==> config.mk <==
export PLATFORM = sky130hd
export DESIGN_NAME = om_write_arbiter_flat
export DESIGN_NICKNAME = d
export VERILOG_FILES = /design/src/rtl/om_write_arbiter_pkg.sv /design/src/rtl/om_write_arbiter_if.sv /design/src/rtl/om_write_arbiter_grant_select.sv /design/src/rtl/om_write_arbiter.sv /design/src/flat_wrapper.sv
export SDC_FILE = /design/constraint.sdc
export NUM_CORES = 1
export LEC_CHECK = 0
export BUFFER_PORTS_ARGS = -buffer_cell sky130_fd_sc_hd__buf_2
export CAP_MARGIN = 5
export CORE_UTILIZATION = 48
export DETAILED_ROUTE_END_ITERATION = 8
export HOLD_SLACK_MARGIN = 0.1
export PLACE_DENSITY = 0.79
export SLEW_MARGIN = 20
export SYNTH_ARGS = -nofsm -noshare
export SYNTH_HDL_FRONTEND = slang
export SYNTH_SLANG_ARGS = --single-unit
export TNS_END_PERCENT = 5
==> constraint.sdc <==
create_clock -name clk -period 2 [get_ports clk]
set_input_delay 0.3 -clock clk [delete_from_list [all_inputs] [get_ports clk]]
set_output_delay 0.3 -clock clk [all_outputs]
set_load 0.01 [all_outputs]
==> src/rtl/om_write_arbiter_pkg.sv <==
// Shared constants, requester identities and arbiter state for the board
// object-memory write path.
package squares_pkg;

  localparam int OM_ADDR_W = 7;
  localparam int OM_DATA_W = 11;
  localparam int OM_DEPTH  = 105;
  localparam int NUM_REQ   = 3;

  localparam logic [1:0] REQ_NEWGAME = 2'd0;
  localparam logic [1:0] REQ_MOVE    = 2'd1;
  localparam logic [1:0] REQ_CURSOR  = 2'd2;

  typedef enum logic [0:0] {
    ARB_IDLE  = 1'b0,
    ARB_OWNED = 1'b1
  } arb_state_t;

  function automatic logic [1:0] onehot_to_idx(input logic [NUM_REQ-1:0] oh);
    logic [1:0] idx;
    idx = REQ_NEWGAME;
    if (oh[REQ_MOVE]) begin
      idx = REQ_MOVE;
    end else if (oh[REQ_CURSOR]) begin
      idx = REQ_CURSOR;
    end
    return idx;
  endfunction

endpackage

==> src/rtl/om_write_arbiter_if.sv <==
// Requester/arbiter bundle: ownership requests, per-requester write lanes and
// the registered object-memory write port.
interface om_write_arbiter_if;
  import squares_pkg::*;

  logic [NUM_REQ-1:0]           req;
  logic [NUM_REQ-1:0]           wr_valid;
  logic [NUM_REQ*OM_ADDR_W-1:0] wr_addr;
  logic [NUM_REQ*OM_DATA_W-1:0] wr_data;
  logic [NUM_REQ-1:0]           grant;
  logic [OM_ADDR_W-1:0]         address_write_om;
  logic [OM_DATA_W-1:0]         data_write_om;
  logic                         wren;
  logic                         busy;
  logic                         drop_error;

  modport master (
    output req, wr_valid, wr_addr, wr_data,
    input  grant, address_write_om, data_write_om, wren, busy, drop_error
  );

  modport slave (
    input  req, wr_valid, wr_addr, wr_data,
    output grant, address_write_om, data_write_om, wren, busy, drop_error
  );

endinterface

==> src/rtl/om_write_arbiter_grant_select.sv <==
// Combinational choice of the next owner: the new-game loader always wins,
// otherwise move engine and cursor updater alternate on a tie.
module om_grant_select
  import squares_pkg::*;
(
  input  logic [NUM_REQ-1:0] i_req,
  input  logic [1:0]         i_rrLast,
  output logic [NUM_REQ-1:0] o_nextOwner
);

  always_comb begin
    o_nextOwner = '0;
    if (i_req[REQ_NEWGAME]) begin
      o_nextOwner[REQ_NEWGAME] = 1'b1;
    end else if (i_req[REQ_MOVE] && i_req[REQ_CURSOR]) begin
      // On a tie the requester that was not served last goes next.
      if (i_rrLast == REQ_MOVE) begin
        o_nextOwner[REQ_CURSOR] = 1'b1;
      end else begin
        o_nextOwner[REQ_MOVE] = 1'b1;
      end
    end else if (i_req[REQ_MOVE]) begin
      o_nextOwner[REQ_MOVE] = 1'b1;
    end else if (i_req[REQ_CURSOR]) begin
      o_nextOwner[REQ_CURSOR] = 1'b1;
    end
  end

endmodule

==> src/rtl/om_write_arbiter.sv <==
// Owns the single object-memory write port and hands it to one requester at
// a time; the owner's strobes are range-checked and registered onto the port.
module om_write_arbiter
  import squares_pkg::*;
#(
  parameter int MAX_HOLD = 16
) (
  input logic          clk,
  input logic          reset,
  om_write_arbiter_if.slave bus
);

  localparam int                HOLD_W    = (MAX_HOLD > 1) ? $clog2(MAX_HOLD) : 1;
  localparam logic [HOLD_W-1:0] HOLD_LAST = HOLD_W'(MAX_HOLD - 1);

  arb_state_t           r_state;
  arb_state_t           w_stateNext;
  logic [1:0]           r_owner;
  logic [1:0]           w_ownerNext;
  logic [1:0]           r_rrLast;
  logic [1:0]           w_rrLastNext;
  logic [NUM_REQ-1:0]   r_grant;
  logic [NUM_REQ-1:0]   w_grantNext;
  logic [HOLD_W-1:0]    r_holdCnt;
  logic [HOLD_W-1:0]    w_holdNext;

  logic [NUM_REQ-1:0]   w_select;
  logic [NUM_REQ-1:0]   w_ownerMask;
  logic [NUM_REQ-1:0]   w_others;
  logic                 w_ownerReq;
  logic                 w_accept;
  logic                 w_inRange;
  logic [OM_ADDR_W-1:0] w_addr;
  logic [OM_DATA_W-1:0] w_data;

  logic                 r_wren;
  logic                 r_drop;
  logic                 r_busy;
  logic [OM_ADDR_W-1:0] r_addr;
  logic [OM_DATA_W-1:0] r_data;

  om_grant_select u_grantSelect (
    .i_req       (bus.req),
    .i_rrLast    (r_rrLast),
    .o_nextOwner (w_select)
  );

  // Owner-lane mux; an owner index outside 0..2 selects nothing.
  always_comb begin
    w_ownerMask = '0;
    w_addr      = '0;
    w_data      = '0;
    case (r_owner)
      REQ_NEWGAME: begin
        w_ownerMask = 3'b001;
        w_addr      = bus.wr_addr[0*OM_ADDR_W +: OM_ADDR_W];
        w_data      = bus.wr_data[0*OM_DATA_W +: OM_DATA_W];
      end
      REQ_MOVE: begin
        w_ownerMask = 3'b010;
        w_addr      = bus.wr_addr[1*OM_ADDR_W +: OM_ADDR_W];
        w_data      = bus.wr_data[1*OM_DATA_W +: OM_DATA_W];
      end
      REQ_CURSOR: begin
        w_ownerMask = 3'b100;
        w_addr      = bus.wr_addr[2*OM_ADDR_W +: OM_ADDR_W];
        w_data      = bus.wr_data[2*OM_DATA_W +: OM_DATA_W];
      end
      default: begin
        w_ownerMask = '0;
      end
    endcase
    w_ownerReq = |(bus.req & w_ownerMask);
    w_others   = bus.req & ~w_ownerMask;
    w_accept   = |(r_grant & bus.wr_valid & w_ownerMask);
    w_inRange  = (w_addr < OM_ADDR_W'(OM_DEPTH));
  end

  always_comb begin
    w_stateNext  = r_state;
    w_ownerNext  = r_owner;
    w_grantNext  = r_grant;
    w_holdNext   = r_holdCnt;
    w_rrLastNext = r_rrLast;
    case (r_state)
      ARB_IDLE: begin
        w_grantNext = '0;
        w_holdNext  = '0;
        if (|bus.req) begin
          w_stateNext = ARB_OWNED;
          w_grantNext = w_select;
          w_ownerNext = onehot_to_idx(w_select);
          if (!w_select[REQ_NEWGAME]) begin
            w_rrLastNext = onehot_to_idx(w_select);
          end
        end
      end
      ARB_OWNED: begin
        if ((w_ownerMask == '0) || !w_ownerReq) begin
          w_stateNext = ARB_IDLE;
          w_grantNext = '0;
          w_holdNext  = '0;
        end else if (r_owner != REQ_NEWGAME) begin
          // Counter saturates on the last allowed cycle; revoke only if contended.
          if (r_holdCnt == HOLD_LAST) begin
            if (|w_others) begin
              w_stateNext = ARB_IDLE;
              w_grantNext = '0;
              w_holdNext  = '0;
            end
          end else begin
            w_holdNext = r_holdCnt + 1'b1;
          end
        end
      end
      default: begin
        w_stateNext = ARB_IDLE;
        w_grantNext = '0;
        w_holdNext  = '0;
      end
    endcase
  end

  always_ff @(posedge clk) begin
    if (reset) begin
      r_state   <= ARB_IDLE;
      r_owner   <= REQ_NEWGAME;
      r_grant   <= '0;
      r_holdCnt <= '0;
      r_rrLast  <= REQ_CURSOR;
      r_busy    <= 1'b0;
      r_wren    <= 1'b0;
      r_drop    <= 1'b0;
      r_addr    <= '0;
      r_data    <= '0;
    end else begin
      r_state   <= w_stateNext;
      r_owner   <= w_ownerNext;
      r_grant   <= w_grantNext;
      r_holdCnt <= w_holdNext;
      r_rrLast  <= w_rrLastNext;
      r_busy    <= |w_grantNext;
      r_wren    <= w_accept && w_inRange;
      r_drop    <= w_accept && !w_inRange;
      if (w_accept && w_inRange) begin
        r_addr <= w_addr;
        r_data <= w_data;
      end
    end
  end

  assign bus.grant            = r_grant;
  assign bus.busy             = r_busy;
  assign bus.wren             = r_wren;
  assign bus.drop_error       = r_drop;
  assign bus.address_write_om = r_addr;
  assign bus.data_write_om    = r_data;

endmodule

==> src/flat_wrapper.sv <==
// flat-port wrapper written by rule: the top's interface ports become plain ports
module om_write_arbiter_flat import squares_pkg::*;
#(
  parameter int MAX_HOLD = 16
)
  (clk, reset, bus_req, bus_wr_valid, bus_wr_addr, bus_wr_data, bus_grant, bus_address_write_om, bus_data_write_om, bus_wren, bus_busy, bus_drop_error);
  om_write_arbiter_if bus_i ();
  input logic clk;
  input logic reset;
  input wire logic [$bits(bus_i.req)-1:0] bus_req;
  input wire logic [$bits(bus_i.wr_valid)-1:0] bus_wr_valid;
  input wire logic [$bits(bus_i.wr_addr)-1:0] bus_wr_addr;
  input wire logic [$bits(bus_i.wr_data)-1:0] bus_wr_data;
  output wire logic [$bits(bus_i.grant)-1:0] bus_grant;
  output wire logic [$bits(bus_i.address_write_om)-1:0] bus_address_write_om;
  output wire logic [$bits(bus_i.data_write_om)-1:0] bus_data_write_om;
  output wire logic [$bits(bus_i.wren)-1:0] bus_wren;
  output wire logic [$bits(bus_i.busy)-1:0] bus_busy;
  output wire logic [$bits(bus_i.drop_error)-1:0] bus_drop_error;
  assign bus_i.req = bus_req;
  assign bus_i.wr_valid = bus_wr_valid;
  assign bus_i.wr_addr = bus_wr_addr;
  assign bus_i.wr_data = bus_wr_data;
  assign bus_grant = bus_i.grant;
  assign bus_address_write_om = bus_i.address_write_om;
  assign bus_data_write_om = bus_i.data_write_om;
  assign bus_wren = bus_i.wren;
  assign bus_busy = bus_i.busy;
  assign bus_drop_error = bus_i.drop_error;
  om_write_arbiter #(.MAX_HOLD(MAX_HOLD)) u_core (.clk(clk), .reset(reset), .bus(bus_i));
endmodule
After elaboration in Yosys (flattened, before gate mapping) --
Index checks and enable logic that the tools add are counted.
Storage, ports and cells: RAM bits 0, latch bits 0, logic and storage cells 72, bits of input ports 62, memories kept 0, ROM bits 0, flip-flop bits (word level) 33
Operators by class: shift-type cells 0, mux-type cells 30, $add $sub $neg 1, multipliers 0, equal/unequal tests 6, div/mod/pow operators 0, bitwise operators 7, reduce and logical (&&, ||, !) cells 17, $lt $le $gt $ge 1
Operators by type and width (number):
- $pmux 11 s3 | 1
- $pmux 7 s3 | 1
- $mux 4 | 4
- $mux 3 | 5
- $reduce_or 3->1 | 5
- $and 3x3->3 | 4
- $mux 1 | 11
- $pmux 3 s3 | 1
- $mux 2 | 4
- $pmux 4 s2 | 1
- $lt 7x7->1 const B | 1
- $pmux 3 s2 | 1
- $add 4x1->4 const B | 1
- $eq 2x1->1 const B | 2
- $eq 4x4->1 const B | 1
- $ne 4x4->1 const B | 1
- $reduce_and 2->1 | 2
- $logic_and 1x1->1 | 3
- $logic_not 3->1 | 1
- $ne 3x3->1 const B | 1
- $not 3->3 | 1
- $reduce_and 3->1 | 1
- $eq 2x2->1 const B | 1
- $logic_not 1->1 | 2
- other kinds (5) | 6

Depth between registers and ports, before layout --
Gate-level depths: netlist of run 1.
depth after elaboration 11, depth in mapped cells 9, depth with buffers taken out 6

Modules after synthesis --
A second synthesis of run 1 with hierarchy kept.
Unflattened totals: cells, all modules 219, area total of the unflattened synthesis 1924.3 sq um
By module, submodules not included:
- om_write_arbiter | cells an instance 212, area each 1876.8 sq um, seq. area each 660.6 sq um, times used 1
- om_grant_select | cells an instance 7, area each 47.5 sq um, seq. area each 0.0 sq um, times used 1

Worst setup path before layout of run 1 --
OpenSTA, ideal clock, no wires.
path type reg-to-reg, from register u_core.r_owner[1], to register u_core.r_data[10] (netlist: u_core.bus.data_write_om[10]), path slack 173 ps, clock period less this slack 1827 ps, cell stages (with the launch flop) 10, required time 1913 ps, arrival time 1741 ps, setup time 87 ps, cell sequence dfxtp_1 -> buf_6 -> nor2b_1 -> buf_4 -> o2bb2ai_4 -> o221ai_2 -> or2_1 -> buf_6 -> buf_6 -> a221oi_2
Between the ends: word-level cells in the longest chain between the ends 5, elaborated cells between the ends (all ways) 10, classes of those cells 1 x order compare; 2 x eq/ne; 3 x mux; 1 x bitwise; 3 x reduce/logical
RTL lines:
- from (decl) | line om_write_arbiter.sv:18 | logic [1:0] r_owner;
- from (signal assigned) | line om_write_arbiter.sv:138 | r_owner <= w_ownerNext;
- parallel branches: the longest is 5 deep, another holds $lt 7x7->1
- to (signal assigned) | line om_write_arbiter.sv:147 | r_data <= w_data;
- to (decl) | line om_write_arbiter.sv:40 | logic [OM_DATA_W-1:0] r_data;
Several ways; the timed one is not identified. A chain may end at the register's enable or synchronous reset.

Worst setup path after layout of run 1 --
from register u_core.r_owner[0], to register u_core.r_addr[3] (netlist: u_core.bus.address_write_om[3])
Between the ends: word-level cells in the longest chain between the ends 5, elaborated cells between the ends (all ways) 9, classes of those cells 1 x order compare; 2 x eq/ne; 2 x mux; 1 x bitwise; 3 x reduce/logical
RTL lines:
- parallel branches: the longest is 5 deep, another holds $lt 7x7->1
- to (signal assigned) | line om_write_arbiter.sv:146 | r_addr <= w_addr;
- to (decl) | line om_write_arbiter.sv:39 | logic [OM_ADDR_W-1:0] r_addr;
Several ways; the timed one is not identified.

==> metrics.md, run 1 <==
| Metric | Value |
|---|---|
| Worst Setup End Kind | `flop` |
| DIE HEIGHT | `66.5 µm` |
| CTS Buffer Depth | `2` |
| Core Region | `4000 µm²` |
| Max stage delay on crit path | `0.34 ns` |
| Largest net degree at the start of global routing | `33` |
| First-pass GRT wire length | `8100 µm` |
| Clk_lat worst skew | `0.28 ns` |
| Status | `complete, no violations` |
| Worst-margin pin slew | `0.458 ns` |
| Post-synthesis simple-gate area fraction | `14.6%` |
| Hold Crit Depth | `3` |
| Buffers on Ports | `85` |
| Fin crit period | `1.91 ns` |
| Sequential fraction of the synthesis area | `33.1%` |
| Avg WL per Cell | `14.4 µm` |
| RD Place Congestion | `0.887` |
| Initial antenna violation count | `0` |
| First DRT Iteration DRCs | `160` |
| Clk slew on worst S/H paths | `0.07 ns` |
| Critical Path RT | `2.19 ns` |
| Worst slack, placed | `0.0360 ns` |
| CP Max Fanout | `11` |
| Most common cell after layout, fill and taps aside | `buf_2` |
| Synth async-reset ratio | `0%` |
| Share of layout cells above drive strength 1 | `42.0%` |
| CTS Buf Count | `5` |
| Top delay family on crit path | `compound AO/OA/AOI/OAI gates` |
| DP HPWL | `3930 µm` |
| Post-synthesis register bit count | `33` |
| Yosys warnings | `0` |
| Achievable Freq | `0.523 GHz` |
| 1st-pass router iterations | `4` |
| Commonest non-fill, non-tap cells in the layout | `buf_2 (85), dfxtp_1 (33), nor2_1 (31), inv_1 (22), mux2i_1 (21)` |
| Drt via density | `5.50` |
| CP bufs+invs | `3` |
| CTS tree | `built` |
| Compound-Gate Fraction of Synth Area | `30.3%` |
| FP Rows | `23` |
| Post-route cell area | `2630 µm²` |
| Final worst slack | `0.0863 ns` |
| CP startpoint kind | `flop` |
| Vias in the first global route | `1609` |
| XOR/XNOR Fraction of Synth Area | `0%` |
| Yosys cell types | `43` |
| Stages on worst setup path | `8` |
| Inserted Diodes | `0` |
| VDD IR max | `0.000436 V` |
| Synth Area in Adders | `0.627%` |
| # setup viols final | `0` |
| Worst rel slew slack | `69.2%` |
| Avg Cell Area, Syn | `8.90 µm²` |
| H-tree levels | `2` |
| Area Overhead vs Synth | `32.1%` |
| Slowest-stage cell, CP | `dfxtp_1` |
| Post-route non-filler standard cell count | `367` |
| # DRC | `0` |
| Routed wire length | `5280 µm` |
| GRT overflow | `0` |
| Hold_buf cts | `0` |
| Max-capacitance violation count | `0` |
| Die area | `4420 µm²` |
| DP Area | `2510 µm²` |
| Power density over cell area | `625 nW/µm²` |
| Die X | `66.5 µm` |
| Via count | `2019` |
| Flop-to-flop setup slack | `0.09 ns` |
| Mux contribution to synthesized area | `11.7%` |
| Synthesized netlist cell count | `224` |
| Final nets | `379` |
| Ys flop type | `dfxtp_1` |
| Final Hold Viols | `0` |
| Clock Tree Root | `clkbuf_8` |
| I/O pins | `86` |
| Remaining antenna violation count | `0` |
| Tcrit/Tclk final | `95.7%` |
| Combinational family with the most area after synthesis | `compound AO/OA/AOI/OAI gates` |
| Worst r2r path cells | `8` |
| Slew Limit Fails | `0` |
| Mapped Area | `1990 µm²` |
| Cell mode on critical path | `buf_4` |
| Initial Utilization | `49.9%` |
| Dpl cells | `358` |
| Fillcell total | `338` |
| Unrepaired setup endpoints after global routing | `true` |
| Number of synthesized flops with an enable pin | `0` |
| CP arrival | `2.11 ns` |
| Worst setup path category | `reg2reg` |
| Crit-path cells | `buf_12 > nor2b_2 > buf_4 > o2bb2ai_4 > o221ai_2 > or2_1 > buf_4 > a221oi_1` |
| GRT Util Overall | `24.4%` |
| Overall power | `1.65 mW` |
| Worst min-delay path class | `in2reg` |
| Clk sinks | `33` |
| Final Skew | `0.00371 ns` |
| Mapped Nets | `287` |
| Lkg Pwr | `1.13 nW` |
[area by class of cell]
type / count / area (µm²) / area share [%]
multi-input cells: 152 / 1150 / 43.6
flip-flops and latches: 33 / 661 / 25.1
repair buffers: 102 / 578 / 21.9
clock buffers: 7 / 96.3 / 3.66
inverters: 22 / 82.6 / 3.14
well taps: 50 / 62.6 / 2.38
clock inverters: 1 / 5.00 / 0.190
[synthesized netlist by cell type, types with 5 or more instances]
master / n / area share, %
dfxtp_1: 33 / 33
nor2_1: 31 / 5.8
inv_1: 22 / 4.1
mux2i_1: 21 / 11
a211oi_1: 14 / 5.3
a21oi_1: 12 / 3.0
nand2_1: 10 / 1.9
a221oi_2: 9 / 6.8
clkbuf_1: 7 / 1.3
a221oi_1: 5 / 2.2
buf_6: 5 / 2.8
[metal layers]
| layer | up-vias | global-route usage [%] | wire length (µm) |
|---|---|---|---|
| met5 | - | 0 | 0 |
| met4 | 0 | 6.38 | 58 |
| met3 | 7 | 4.62 | 332 |
| met2 | 77 | 39.2 | 2570 |
| met1 | 935 | 33.4 | 2320 |
| li1 | 1000 | - | - |
[stage by stage]
step / hold WS, ns / utilization, % / TNS, ns
final: 0.349 / 65.8 / 0
after global routing: 0.367 / 65.8 / -0.0213
after CTS: 0.340 / 65.2 / 0
after detailed placement: 0.447 / 62.7 / 0
after global placement: 0.446 / 62.7 / 0
after floorplan: 0.475 / - / 0
[registers in the layout (all words and copies together) (netlist names)]
signal / flops
u_core.bus.address_write_om: 7
u_core.bus.busy: 1
u_core.bus.data_write_om: 11
u_core.bus.drop_error: 1
u_core.bus.grant: 3
u_core.bus.wren: 1
u_core.r_holdCnt: 4
u_core.r_owner: 2
u_core.r_rrLast: 2
u_core.r_state: 1
[report_power, final]
group	switching, mW	internal (mW)	leakage [nW]
sequential	0.0208	0.691	0.269
clock	0.244	0.311	0.0542
combinational	0.203	0.177	0.805
total	0.468	1.18	1.13
[worst reg2reg max path, stage by stage, from the launching register on]
cell	delay [ns]
dfxtp_1	0.34
buf_12	0.16
nor2b_2	0.13
buf_4	0.17
o2bb2ai_4	0.16
o221ai_2	0.17
or2_1	0.26
buf_4	0.19
a221oi_1	0.26
[path summary, 6_finish.rpt]
kind	from	endpoint
worst max-delay path	u_core.r_owner[0]	u_core.bus.address_write_om[3]
worst min-delay path	reset	u_core.r_holdCnt[2]
worst max register to register	u_core.r_owner[0]	u_core.bus.address_write_om[3]
worst min register to register	u_core.bus.data_write_om[6]	u_core.bus.data_write_om[6]
[repair_timing]
| action | CTS | global route |
|---|---|---|
| buffers inserted | 0 | 1 |
| setup endpoints to repair | 0 | 18 |
| hold endpoints to repair | 0 | 0 |
| resized for setup | 0 | 1 |
[cell families after synthesis]
family,count (synthesis)
AO/OA/AOI/OAI,67
AND/OR/NAND/NOR,61
buffers and inverters,39
flip-flops,33
multiplexers,23
adder cells (fa/ha/maj),1
(Power assumes the default switching activity.)
==> run 2, diff against run 1 <==
--- a/config.mk
+++ b/config.mk
@@ -6,11 +6,11 @@
 export NUM_CORES = 1
 export LEC_CHECK = 0
 export BUFFER_PORTS_ARGS = -buffer_cell sky130_fd_sc_hd__buf_2
-export CAP_MARGIN = 5
 export CORE_UTILIZATION = 48
 export DETAILED_ROUTE_END_ITERATION = 8
 export HOLD_SLACK_MARGIN = 0.1
 export PLACE_DENSITY = 0.79
+export RECOVER_POWER = 50
 export SLEW_MARGIN = 20
 export SYNTH_ARGS = -nofsm -noshare
 export SYNTH_HDL_FRONTEND = slang
==> run 2 against run 1 <==
Against the previous run:
- count of clock-buffer cells in the layout unchanged
- critical path depth unchanged
- fmax decreased by 0.38%
- wire length increased by 0.68%
- sequential share of layout area increased by 0.30 points
- largest power group unchanged
- highest routed layer unchanged
==> metrics.md, run 2 (synthesis results as in run 1) <==
| Metric | Value |
|---|---|
| Worst rel slew slack | `69.6% (+0.38 points)` |
| Hold slack | `0.343 ns (-0.00586 ns)` |
| Largest net degree at the start of global routing | `33 (unchanged)` |
| Clk sinks | `33 (unchanged)` |
| Post-route non-filler standard cell count | `367 (unchanged)` |
| First-pass GRT wire length | `8100 µm (unchanged)` |
| Flop-to-flop setup slack | `0.08 ns (about the same)` |
| Hold_buf cts | `0 (unchanged)` |
| Net Sw Frac | `28.5% (+0.14 points)` |
| CTS Buf Count | `5 (unchanged)` |
| Hold EP | `u_core.r_holdCnt[2]` |
| Critical Path RT | `2.19 ns (about the same)` |
| 1st-pass router iterations | `4 (unchanged)` |
| Buffers on Ports | `85 (unchanged)` |
| Remaining antenna violation count | `0 (unchanged)` |
| Inserted Diodes | `0 (unchanged)` |
| Slew Limit Fails | `0 (unchanged)` |
| Final nets | `379 (unchanged)` |
| Initial antenna violation count | `0 (unchanged)` |
| Routed wire length | `5320 µm (+0.68%)` |
| H-tree levels | `2 (unchanged)` |
| Worst Setup End Kind | `flop` |
| Power density over cell area | `630 nW/µm² (+0.79%)` |
| Tcrit/Tclk final | `96.1% (+0.37 points)` |
| CP arrival | `2.11 ns (about the same)` |
| Hold Crit Depth | `3 (unchanged)` |
| Vias in the first global route | `1609 (unchanged)` |
| Sequential power share | `43.4% (+0.2 points)` |
| Worst min-delay path class | `in2reg` |
| Core Region | `4000 µm² (unchanged)` |
| Achievable Freq | `0.521 GHz (-0.38%)` |
| RD Place Congestion | `0.887 (unchanged)` |
| Post-route cell area | `2600 µm² (-1.2%)` |
| Commonest non-fill, non-tap cells in the layout | `buf_2 (60), dfxtp_1 (33), nor2_1 (31), clkbuf_1 (25), inv_1 (22)` |
| DIE HEIGHT | `66.5 µm (unchanged)` |
| Sw Pwr | `468 µW (about the same)` |
| CP Max Fanout | `11 (unchanged)` |
| Area taken by multi-input logic gates | `1150 µm² (unchanged)` |
| Clk slew on worst S/H paths | `0.07 ns (about the same)` |
| Gate power share | `22.8% (-0.3 points)` |
| First DRT Iteration DRCs | `140 (-13%)` |
| Via count | `1990 (-1.4%)` |
| Fillcell total | `346 (+2.4%)` |
| Clk pwr share | `33.8% (about the same)` |
| Internal power | `1.17 mW (-0.59%)` |
| Die X | `66.5 µm (unchanged)` |
| Drt via density | `5.42 (-1.4%)` |
| GRT Util Overall | `24.4% (unchanged)` |
| Initial Utilization | `49.9% (unchanged)` |
| Worst r2r path cells | `8 (unchanged)` |
| Avg WL per Cell | `14.5 µm (+0.68%)` |
| # DRC | `0 (unchanged)` |
| Dpl cells | `358 (unchanged)` |
| GRT overflow | `0 (unchanged)` |
| Hold path startpoint | `reset` |
| VDD IR max | `0.000434 V (-0.52%)` |
| Clock Tree Root | `clkbuf_8` |
| Die area | `4420 µm² (unchanged)` |
| Lkg Pwr | `1.02 nW (-9.2%)` |
| DP Area | `2510 µm² (unchanged)` |
| Worst setup path category | `reg2reg` |
| Number of flip-flops in the largest register | `11 (unchanged)` |
| Setup TNS | `0 ns (unchanged)` |
| CP startpoint kind | `flop` |
| Area Overhead vs Synth | `30.5%` |
| Most common cell after layout, fill and taps aside | `buf_2` |
| Fin crit period | `1.92 ns (+0.00738 ns)` |
| Share of layout cells above drive strength 1 | `34.1% (-7.9 points)` |
| Reg-to-reg startpoint | `u_core.r_owner[0]` |
| Final Skew | `0.00367 ns (-0.0000329 ns)` |
| Clk_lat worst skew | `0.28 ns (about the same)` |
| Worst-margin pin slew | `0.452 ns (-0.00559 ns)` |
| DP HPWL | `3930 µm (unchanged)` |
| CTS Buffer Depth | `2 (unchanged)` |
| I/O pins | `86 (unchanged)` |
| FF/Latch Area | `661 µm² (unchanged)` |
| Max-capacitance violation count | `0 (unchanged)` |
| # setup viols final | `0 (unchanged)` |
| Worst r2r dst | `u_core.bus.address_write_om[3]` |
| Status | `complete, no violations` |
| CTS tree | `built` |
| Final Hold Viols | `0 (unchanged)` |
| Unrepaired setup endpoints after global routing | `true` |
| FP Rows | `23 (unchanged)` |
==> run 2: changes by cell type in the layout (fill, tap and decap cells not counted), sizes merged <==
cell / delta
buf: -25
clkbuf: +25
==> run 2: metal layers <==
layer	wire, µm	share of wire (%)	global-route usage [%]
met1	2340	44	33.4
met2	2600	49	39.2
met3	314	5.9	4.62
met4	58	1.1	6.38
met5	0	0	0
==> run 2: worst max-delay path, cell delays in order, from the launching register on <==
cell       delay, ns
dfxtp_1         0.34
buf_12          0.16
nor2b_2         0.13
buf_4           0.17
o2bb2ai_4       0.15
o221ai_2        0.17
or2_1           0.26
buf_4           0.19
a221oi_1        0.26
==> run 2: layout make-up <==
cell class,instances,share of cell area [%]
tap,50,2.40
clock buffer,7,3.70
inverter,22,3.17
multi-input combinational,152,44.1
sequential,33,25.4
clock inverter,1,0.192
timing repair buffer,102,21.0
==> run 2: stage by stage <==
step           total power [mW]  setup WS (ns)  utilization [%]
2_1_floorplan             0.956          0.173                -
3_3_place_gp               1.09          0.128             62.7
3_5_place_dp               1.10         0.0360             62.7
4_1_cts                    1.64         0.0236             65.2
5_1_grt                    1.71        -0.0181             65.1
6_report                   1.64         0.0789             65.1
==> run 2: worst max-delay path by stage <==
stage | start | to | cells past startpoint
5_1_grt | u_core.r_owner[0] | u_core.bus.address_write_om[3] | 8
3_3_place_gp | u_core.r_owner[0] | u_core.bus.address_write_om[2] | 7
4_1_cts | u_core.r_owner[0] | u_core.bus.address_write_om[3] | 7
6_report | u_core.r_owner[0] | u_core.bus.address_write_om[3] | 8
3_5_place_dp | u_core.r_owner[0] | u_core.bus.address_write_om[3] | 7
2_1_floorplan | u_core.r_owner[1] | u_core.bus.data_write_om[10] | 9
==> run 2: timing repair <==
action	4_1_cts	5_1_grt
resized for setup	0	1
buffers inserted	0	1
endpoints found under the setup margin	0	18
==> run 2: power by group through the flow <==
stage	clock (mW)	sequential, mW	combinational (mW)
6_report	0.554	0.712	0.373
5_1_grt	0.591	0.716	0.408
4_1_cts	0.559	0.711	0.372
3_5_place_dp	0	0.726	0.370
3_3_place_gp	0	0.725	0.362
2_1_floorplan	0	0.735	0.220
==> run 3, diff against run 2 <==
--- a/config.mk
+++ b/config.mk
@@ -6,7 +6,9 @@
 export NUM_CORES = 1
 export LEC_CHECK = 0
 export BUFFER_PORTS_ARGS = -buffer_cell sky130_fd_sc_hd__buf_2
+export CORE_ASPECT_RATIO = 0.5
 export CORE_UTILIZATION = 48
+export CTS_CLUSTER_SIZE = 30
 export DETAILED_ROUTE_END_ITERATION = 8
 export HOLD_SLACK_MARGIN = 0.1
 export PLACE_DENSITY = 0.79
==> run 3 against run 2 <==
Against the previous run:
- register-to-register slack gained 0.02 ns
- fmax is 1.2% higher
- first-iteration DRC count fell by 72%
- highest routed layer unchanged
- sequential power hardly changed
==> metrics.md, run 3 (synthesis results as in run 1) <==
| Metric | Value |
|---|---|
| GRT Util Overall | `22.8% (-1.7 points)` |
| Avg WL per Cell | `14.1 µm (-3.0%)` |
| Area Overhead vs Synth | `31.2%` |
| Clock Tree Root | `clkbuf_8` |
| Final Skew | `0.0120 ns (+0.00829 ns)` |
| Worst min-delay path class | `in2reg` |
| Status | `complete, no violations` |
| Largest net degree at the start of global routing | `32 (-3.0%)` |
| Gate power share | `23.6% (+0.8 points)` |
| Tcrit/Tclk final | `94.9% (-1.2 points)` |
| Final Hold Viols | `0 (unchanged)` |
| Unrepaired setup endpoints after global routing | `true` |
| # DRC | `0 (unchanged)` |
| Worst rel slew slack | `70.3% (+0.68 points)` |
| Initial Utilization | `50.6% (+0.71 points)` |
| Die X | `93.2 µm (+40%)` |
| Slew Limit Fails | `0 (unchanged)` |
| Max-capacitance violation count | `0 (unchanged)` |
| Overall power | `1.58 mW (-3.7%)` |
| RD Place Congestion | `0.771 (-13%)` |
| 1st-pass router iterations | `4 (unchanged)` |
| Buffers on Ports | `85 (unchanged)` |
| Via count | `2015 (+1.3%)` |
| Number of flip-flops in the largest register | `11 (unchanged)` |
| VDD IR max | `0.000330 V (-24%)` |
| Worst r2r path cells | `8 (unchanged)` |
| CP startpoint kind | `flop` |
| Vias in the first global route | `1775 (+10%)` |
| FF/Latch Area | `666 µm² (+0.76%)` |
| Power density over cell area | `604 nW/µm² (-4.2%)` |
| Critical Path RT | `2.19 ns (about the same)` |
| Final core utilization | `66.3% (+1.3 points)` |
| Fin crit period | `1.90 ns (-0.0235 ns)` |
| CP Max Fanout | `15 (+4)` |
| DP Area | `2510 µm² (unchanged)` |
| Area taken by multi-input logic gates | `1180 µm² (+3.1%)` |
| Remaining antenna violation count | `0 (unchanged)` |
| Final nets | `376 (-0.79%)` |
| First DRT Iteration DRCs | `39 (-72%)` |
| Routed wire length | `5170 µm (-2.7%)` |
| Clk sinks | `33 (unchanged)` |
| Hold Crit Depth | `2 (-1)` |
| Clk pwr share | `31.3% (-2.5 points)` |
| GRT overflow | `0 (unchanged)` |
| CTS Buffer Depth | `2 (unchanged)` |
| Achievable Freq | `0.527 GHz (+1.2%)` |
| Post-route cell area | `2620 µm² (+0.53%)` |
| Inserted Diodes | `0 (unchanged)` |
| Fillcell total | `336 (-2.9%)` |
| Lkg Pwr | `1.00 nW (-2.1%)` |
| CTS tree | `built` |
| Die area | `4430 µm² (+0.35%)` |
| DIE HEIGHT | `47.6 µm (-28%)` |
| Worst-margin pin slew | `0.442 ns (-0.0100 ns)` |
| Share of layout cells above drive strength 1 | `34.4% (+0.33 points)` |
| First-pass GRT wire length | `7690 µm (-5.0%)` |
| I/O pins | `86 (unchanged)` |
| Setup TNS | `0 ns (unchanged)` |
| CP arrival | `2.09 ns (-0.02 ns)` |
| Most common cell after layout, fill and taps aside | `buf_2` |
| # setup viols final | `0 (unchanged)` |
| Worst setup path category | `reg2reg` |
| FP Rows | `16 (-30%)` |
| Clk slew on worst S/H paths | `0.06 ns (about the same)` |
| Core Region | `3940 µm² (-1.4%)` |
| Sw Pwr | `479 µW (+2.4%)` |
| Sequential power share | `45.1% (+1.7 points)` |
| Commonest non-fill, non-tap cells in the layout | `buf_2 (61), nor2_1 (31), dfxtp_1 (31), clkbuf_1 (24), inv_1 (22)` |
| Initial antenna violation count | `0 (unchanged)` |
| Worst Setup End Kind | `flop` |
| Drt via density | `5.48 (+0.98%)` |
| Net Sw Frac | `30.3% (+1.8 points)` |
| DP HPWL | `3710 µm (-5.6%)` |
| Internal power | `1.10 mW (-6.1%)` |
| Clk_lat worst skew | `0.29 ns (about the same)` |
| CTS Buf Count | `5 (unchanged)` |
| Flop-to-flop setup slack | `0.10 ns (+0.02 ns)` |
| H-tree levels | `2 (unchanged)` |
-- run 3: area by class of cell --
cell class	instances	area share, %
multi-input cells	153	45.2
flip-flops and latches	33	25.4
repair buffers	98	20.3
inverters	22	3.16
clock buffers	5	2.63
well taps	54	2.58
clock inverters	3	0.670
-- run 3: path summary, 6_finish.rpt --
check                                    from                     endpoint
setup / recovery            u_core.r_owner[1]  u_core.bus.data_write_om[0]
hold / removal                          reset               u_core.r_state
setup reg to reg            u_core.r_owner[1]  u_core.bus.data_write_om[0]
hold reg to reg   u_core.bus.data_write_om[4]  u_core.bus.data_write_om[4]
-- run 3: per-layer routing --
| layer | wire length, µm | GRT usage (%) | vias up |
|---|---|---|---|
| met4 | 27 | 4.31 | 0 |
| met5 | 0 | 0 | - |
| met2 | 2620 | 44.0 | 62 |
| met3 | 286 | 6.83 | 5 |
| li1 | - | - | 994 |
| met1 | 2240 | 26.4 | 954 |
-- run 3: power groups by stage --
stage / sequential [mW] / clock, mW / combinational, mW
final: 0.713 / 0.494 / 0.372
after global routing: 0.717 / 0.538 / 0.410
after CTS: 0.712 / 0.503 / 0.371
after detailed placement: 0.727 / 0 / 0.363
after global placement: 0.726 / 0 / 0.353
after floorplan: 0.735 / 0 / 0.220
-- run 3: critical path: stages (launching register included) --
cell and delay [ns]:
dfxtp_2 0.34, buf_12 0.15, mux2i_1 0.11, o21ai_1 0.27, nor4_4 0.09, buf_4 0.17
or2_1 0.24, buf_4 0.18, a221oi_1 0.25
-- run 3: what timing repair did --
item / CTS / global route
hold buffers: 0 / 0
endpoints found under the setup margin: 16 / 14
resized for setup: 2 / 5
buffers inserted: 1 / 0
pin swaps: 2 / 3
cloned: 1 / 0
-- run 3: per-stage QoR --
step	worst slack [ns]	hold slack, ns	std cells
after global placement	0.0617	0.444	358
after floorplan	0.173	0.475	224
after detailed placement	-0.0902	0.451	358
final	0.102	0.217	368
after global routing	-0.00122	0.225	368
after CTS	0.00482	0.218	368
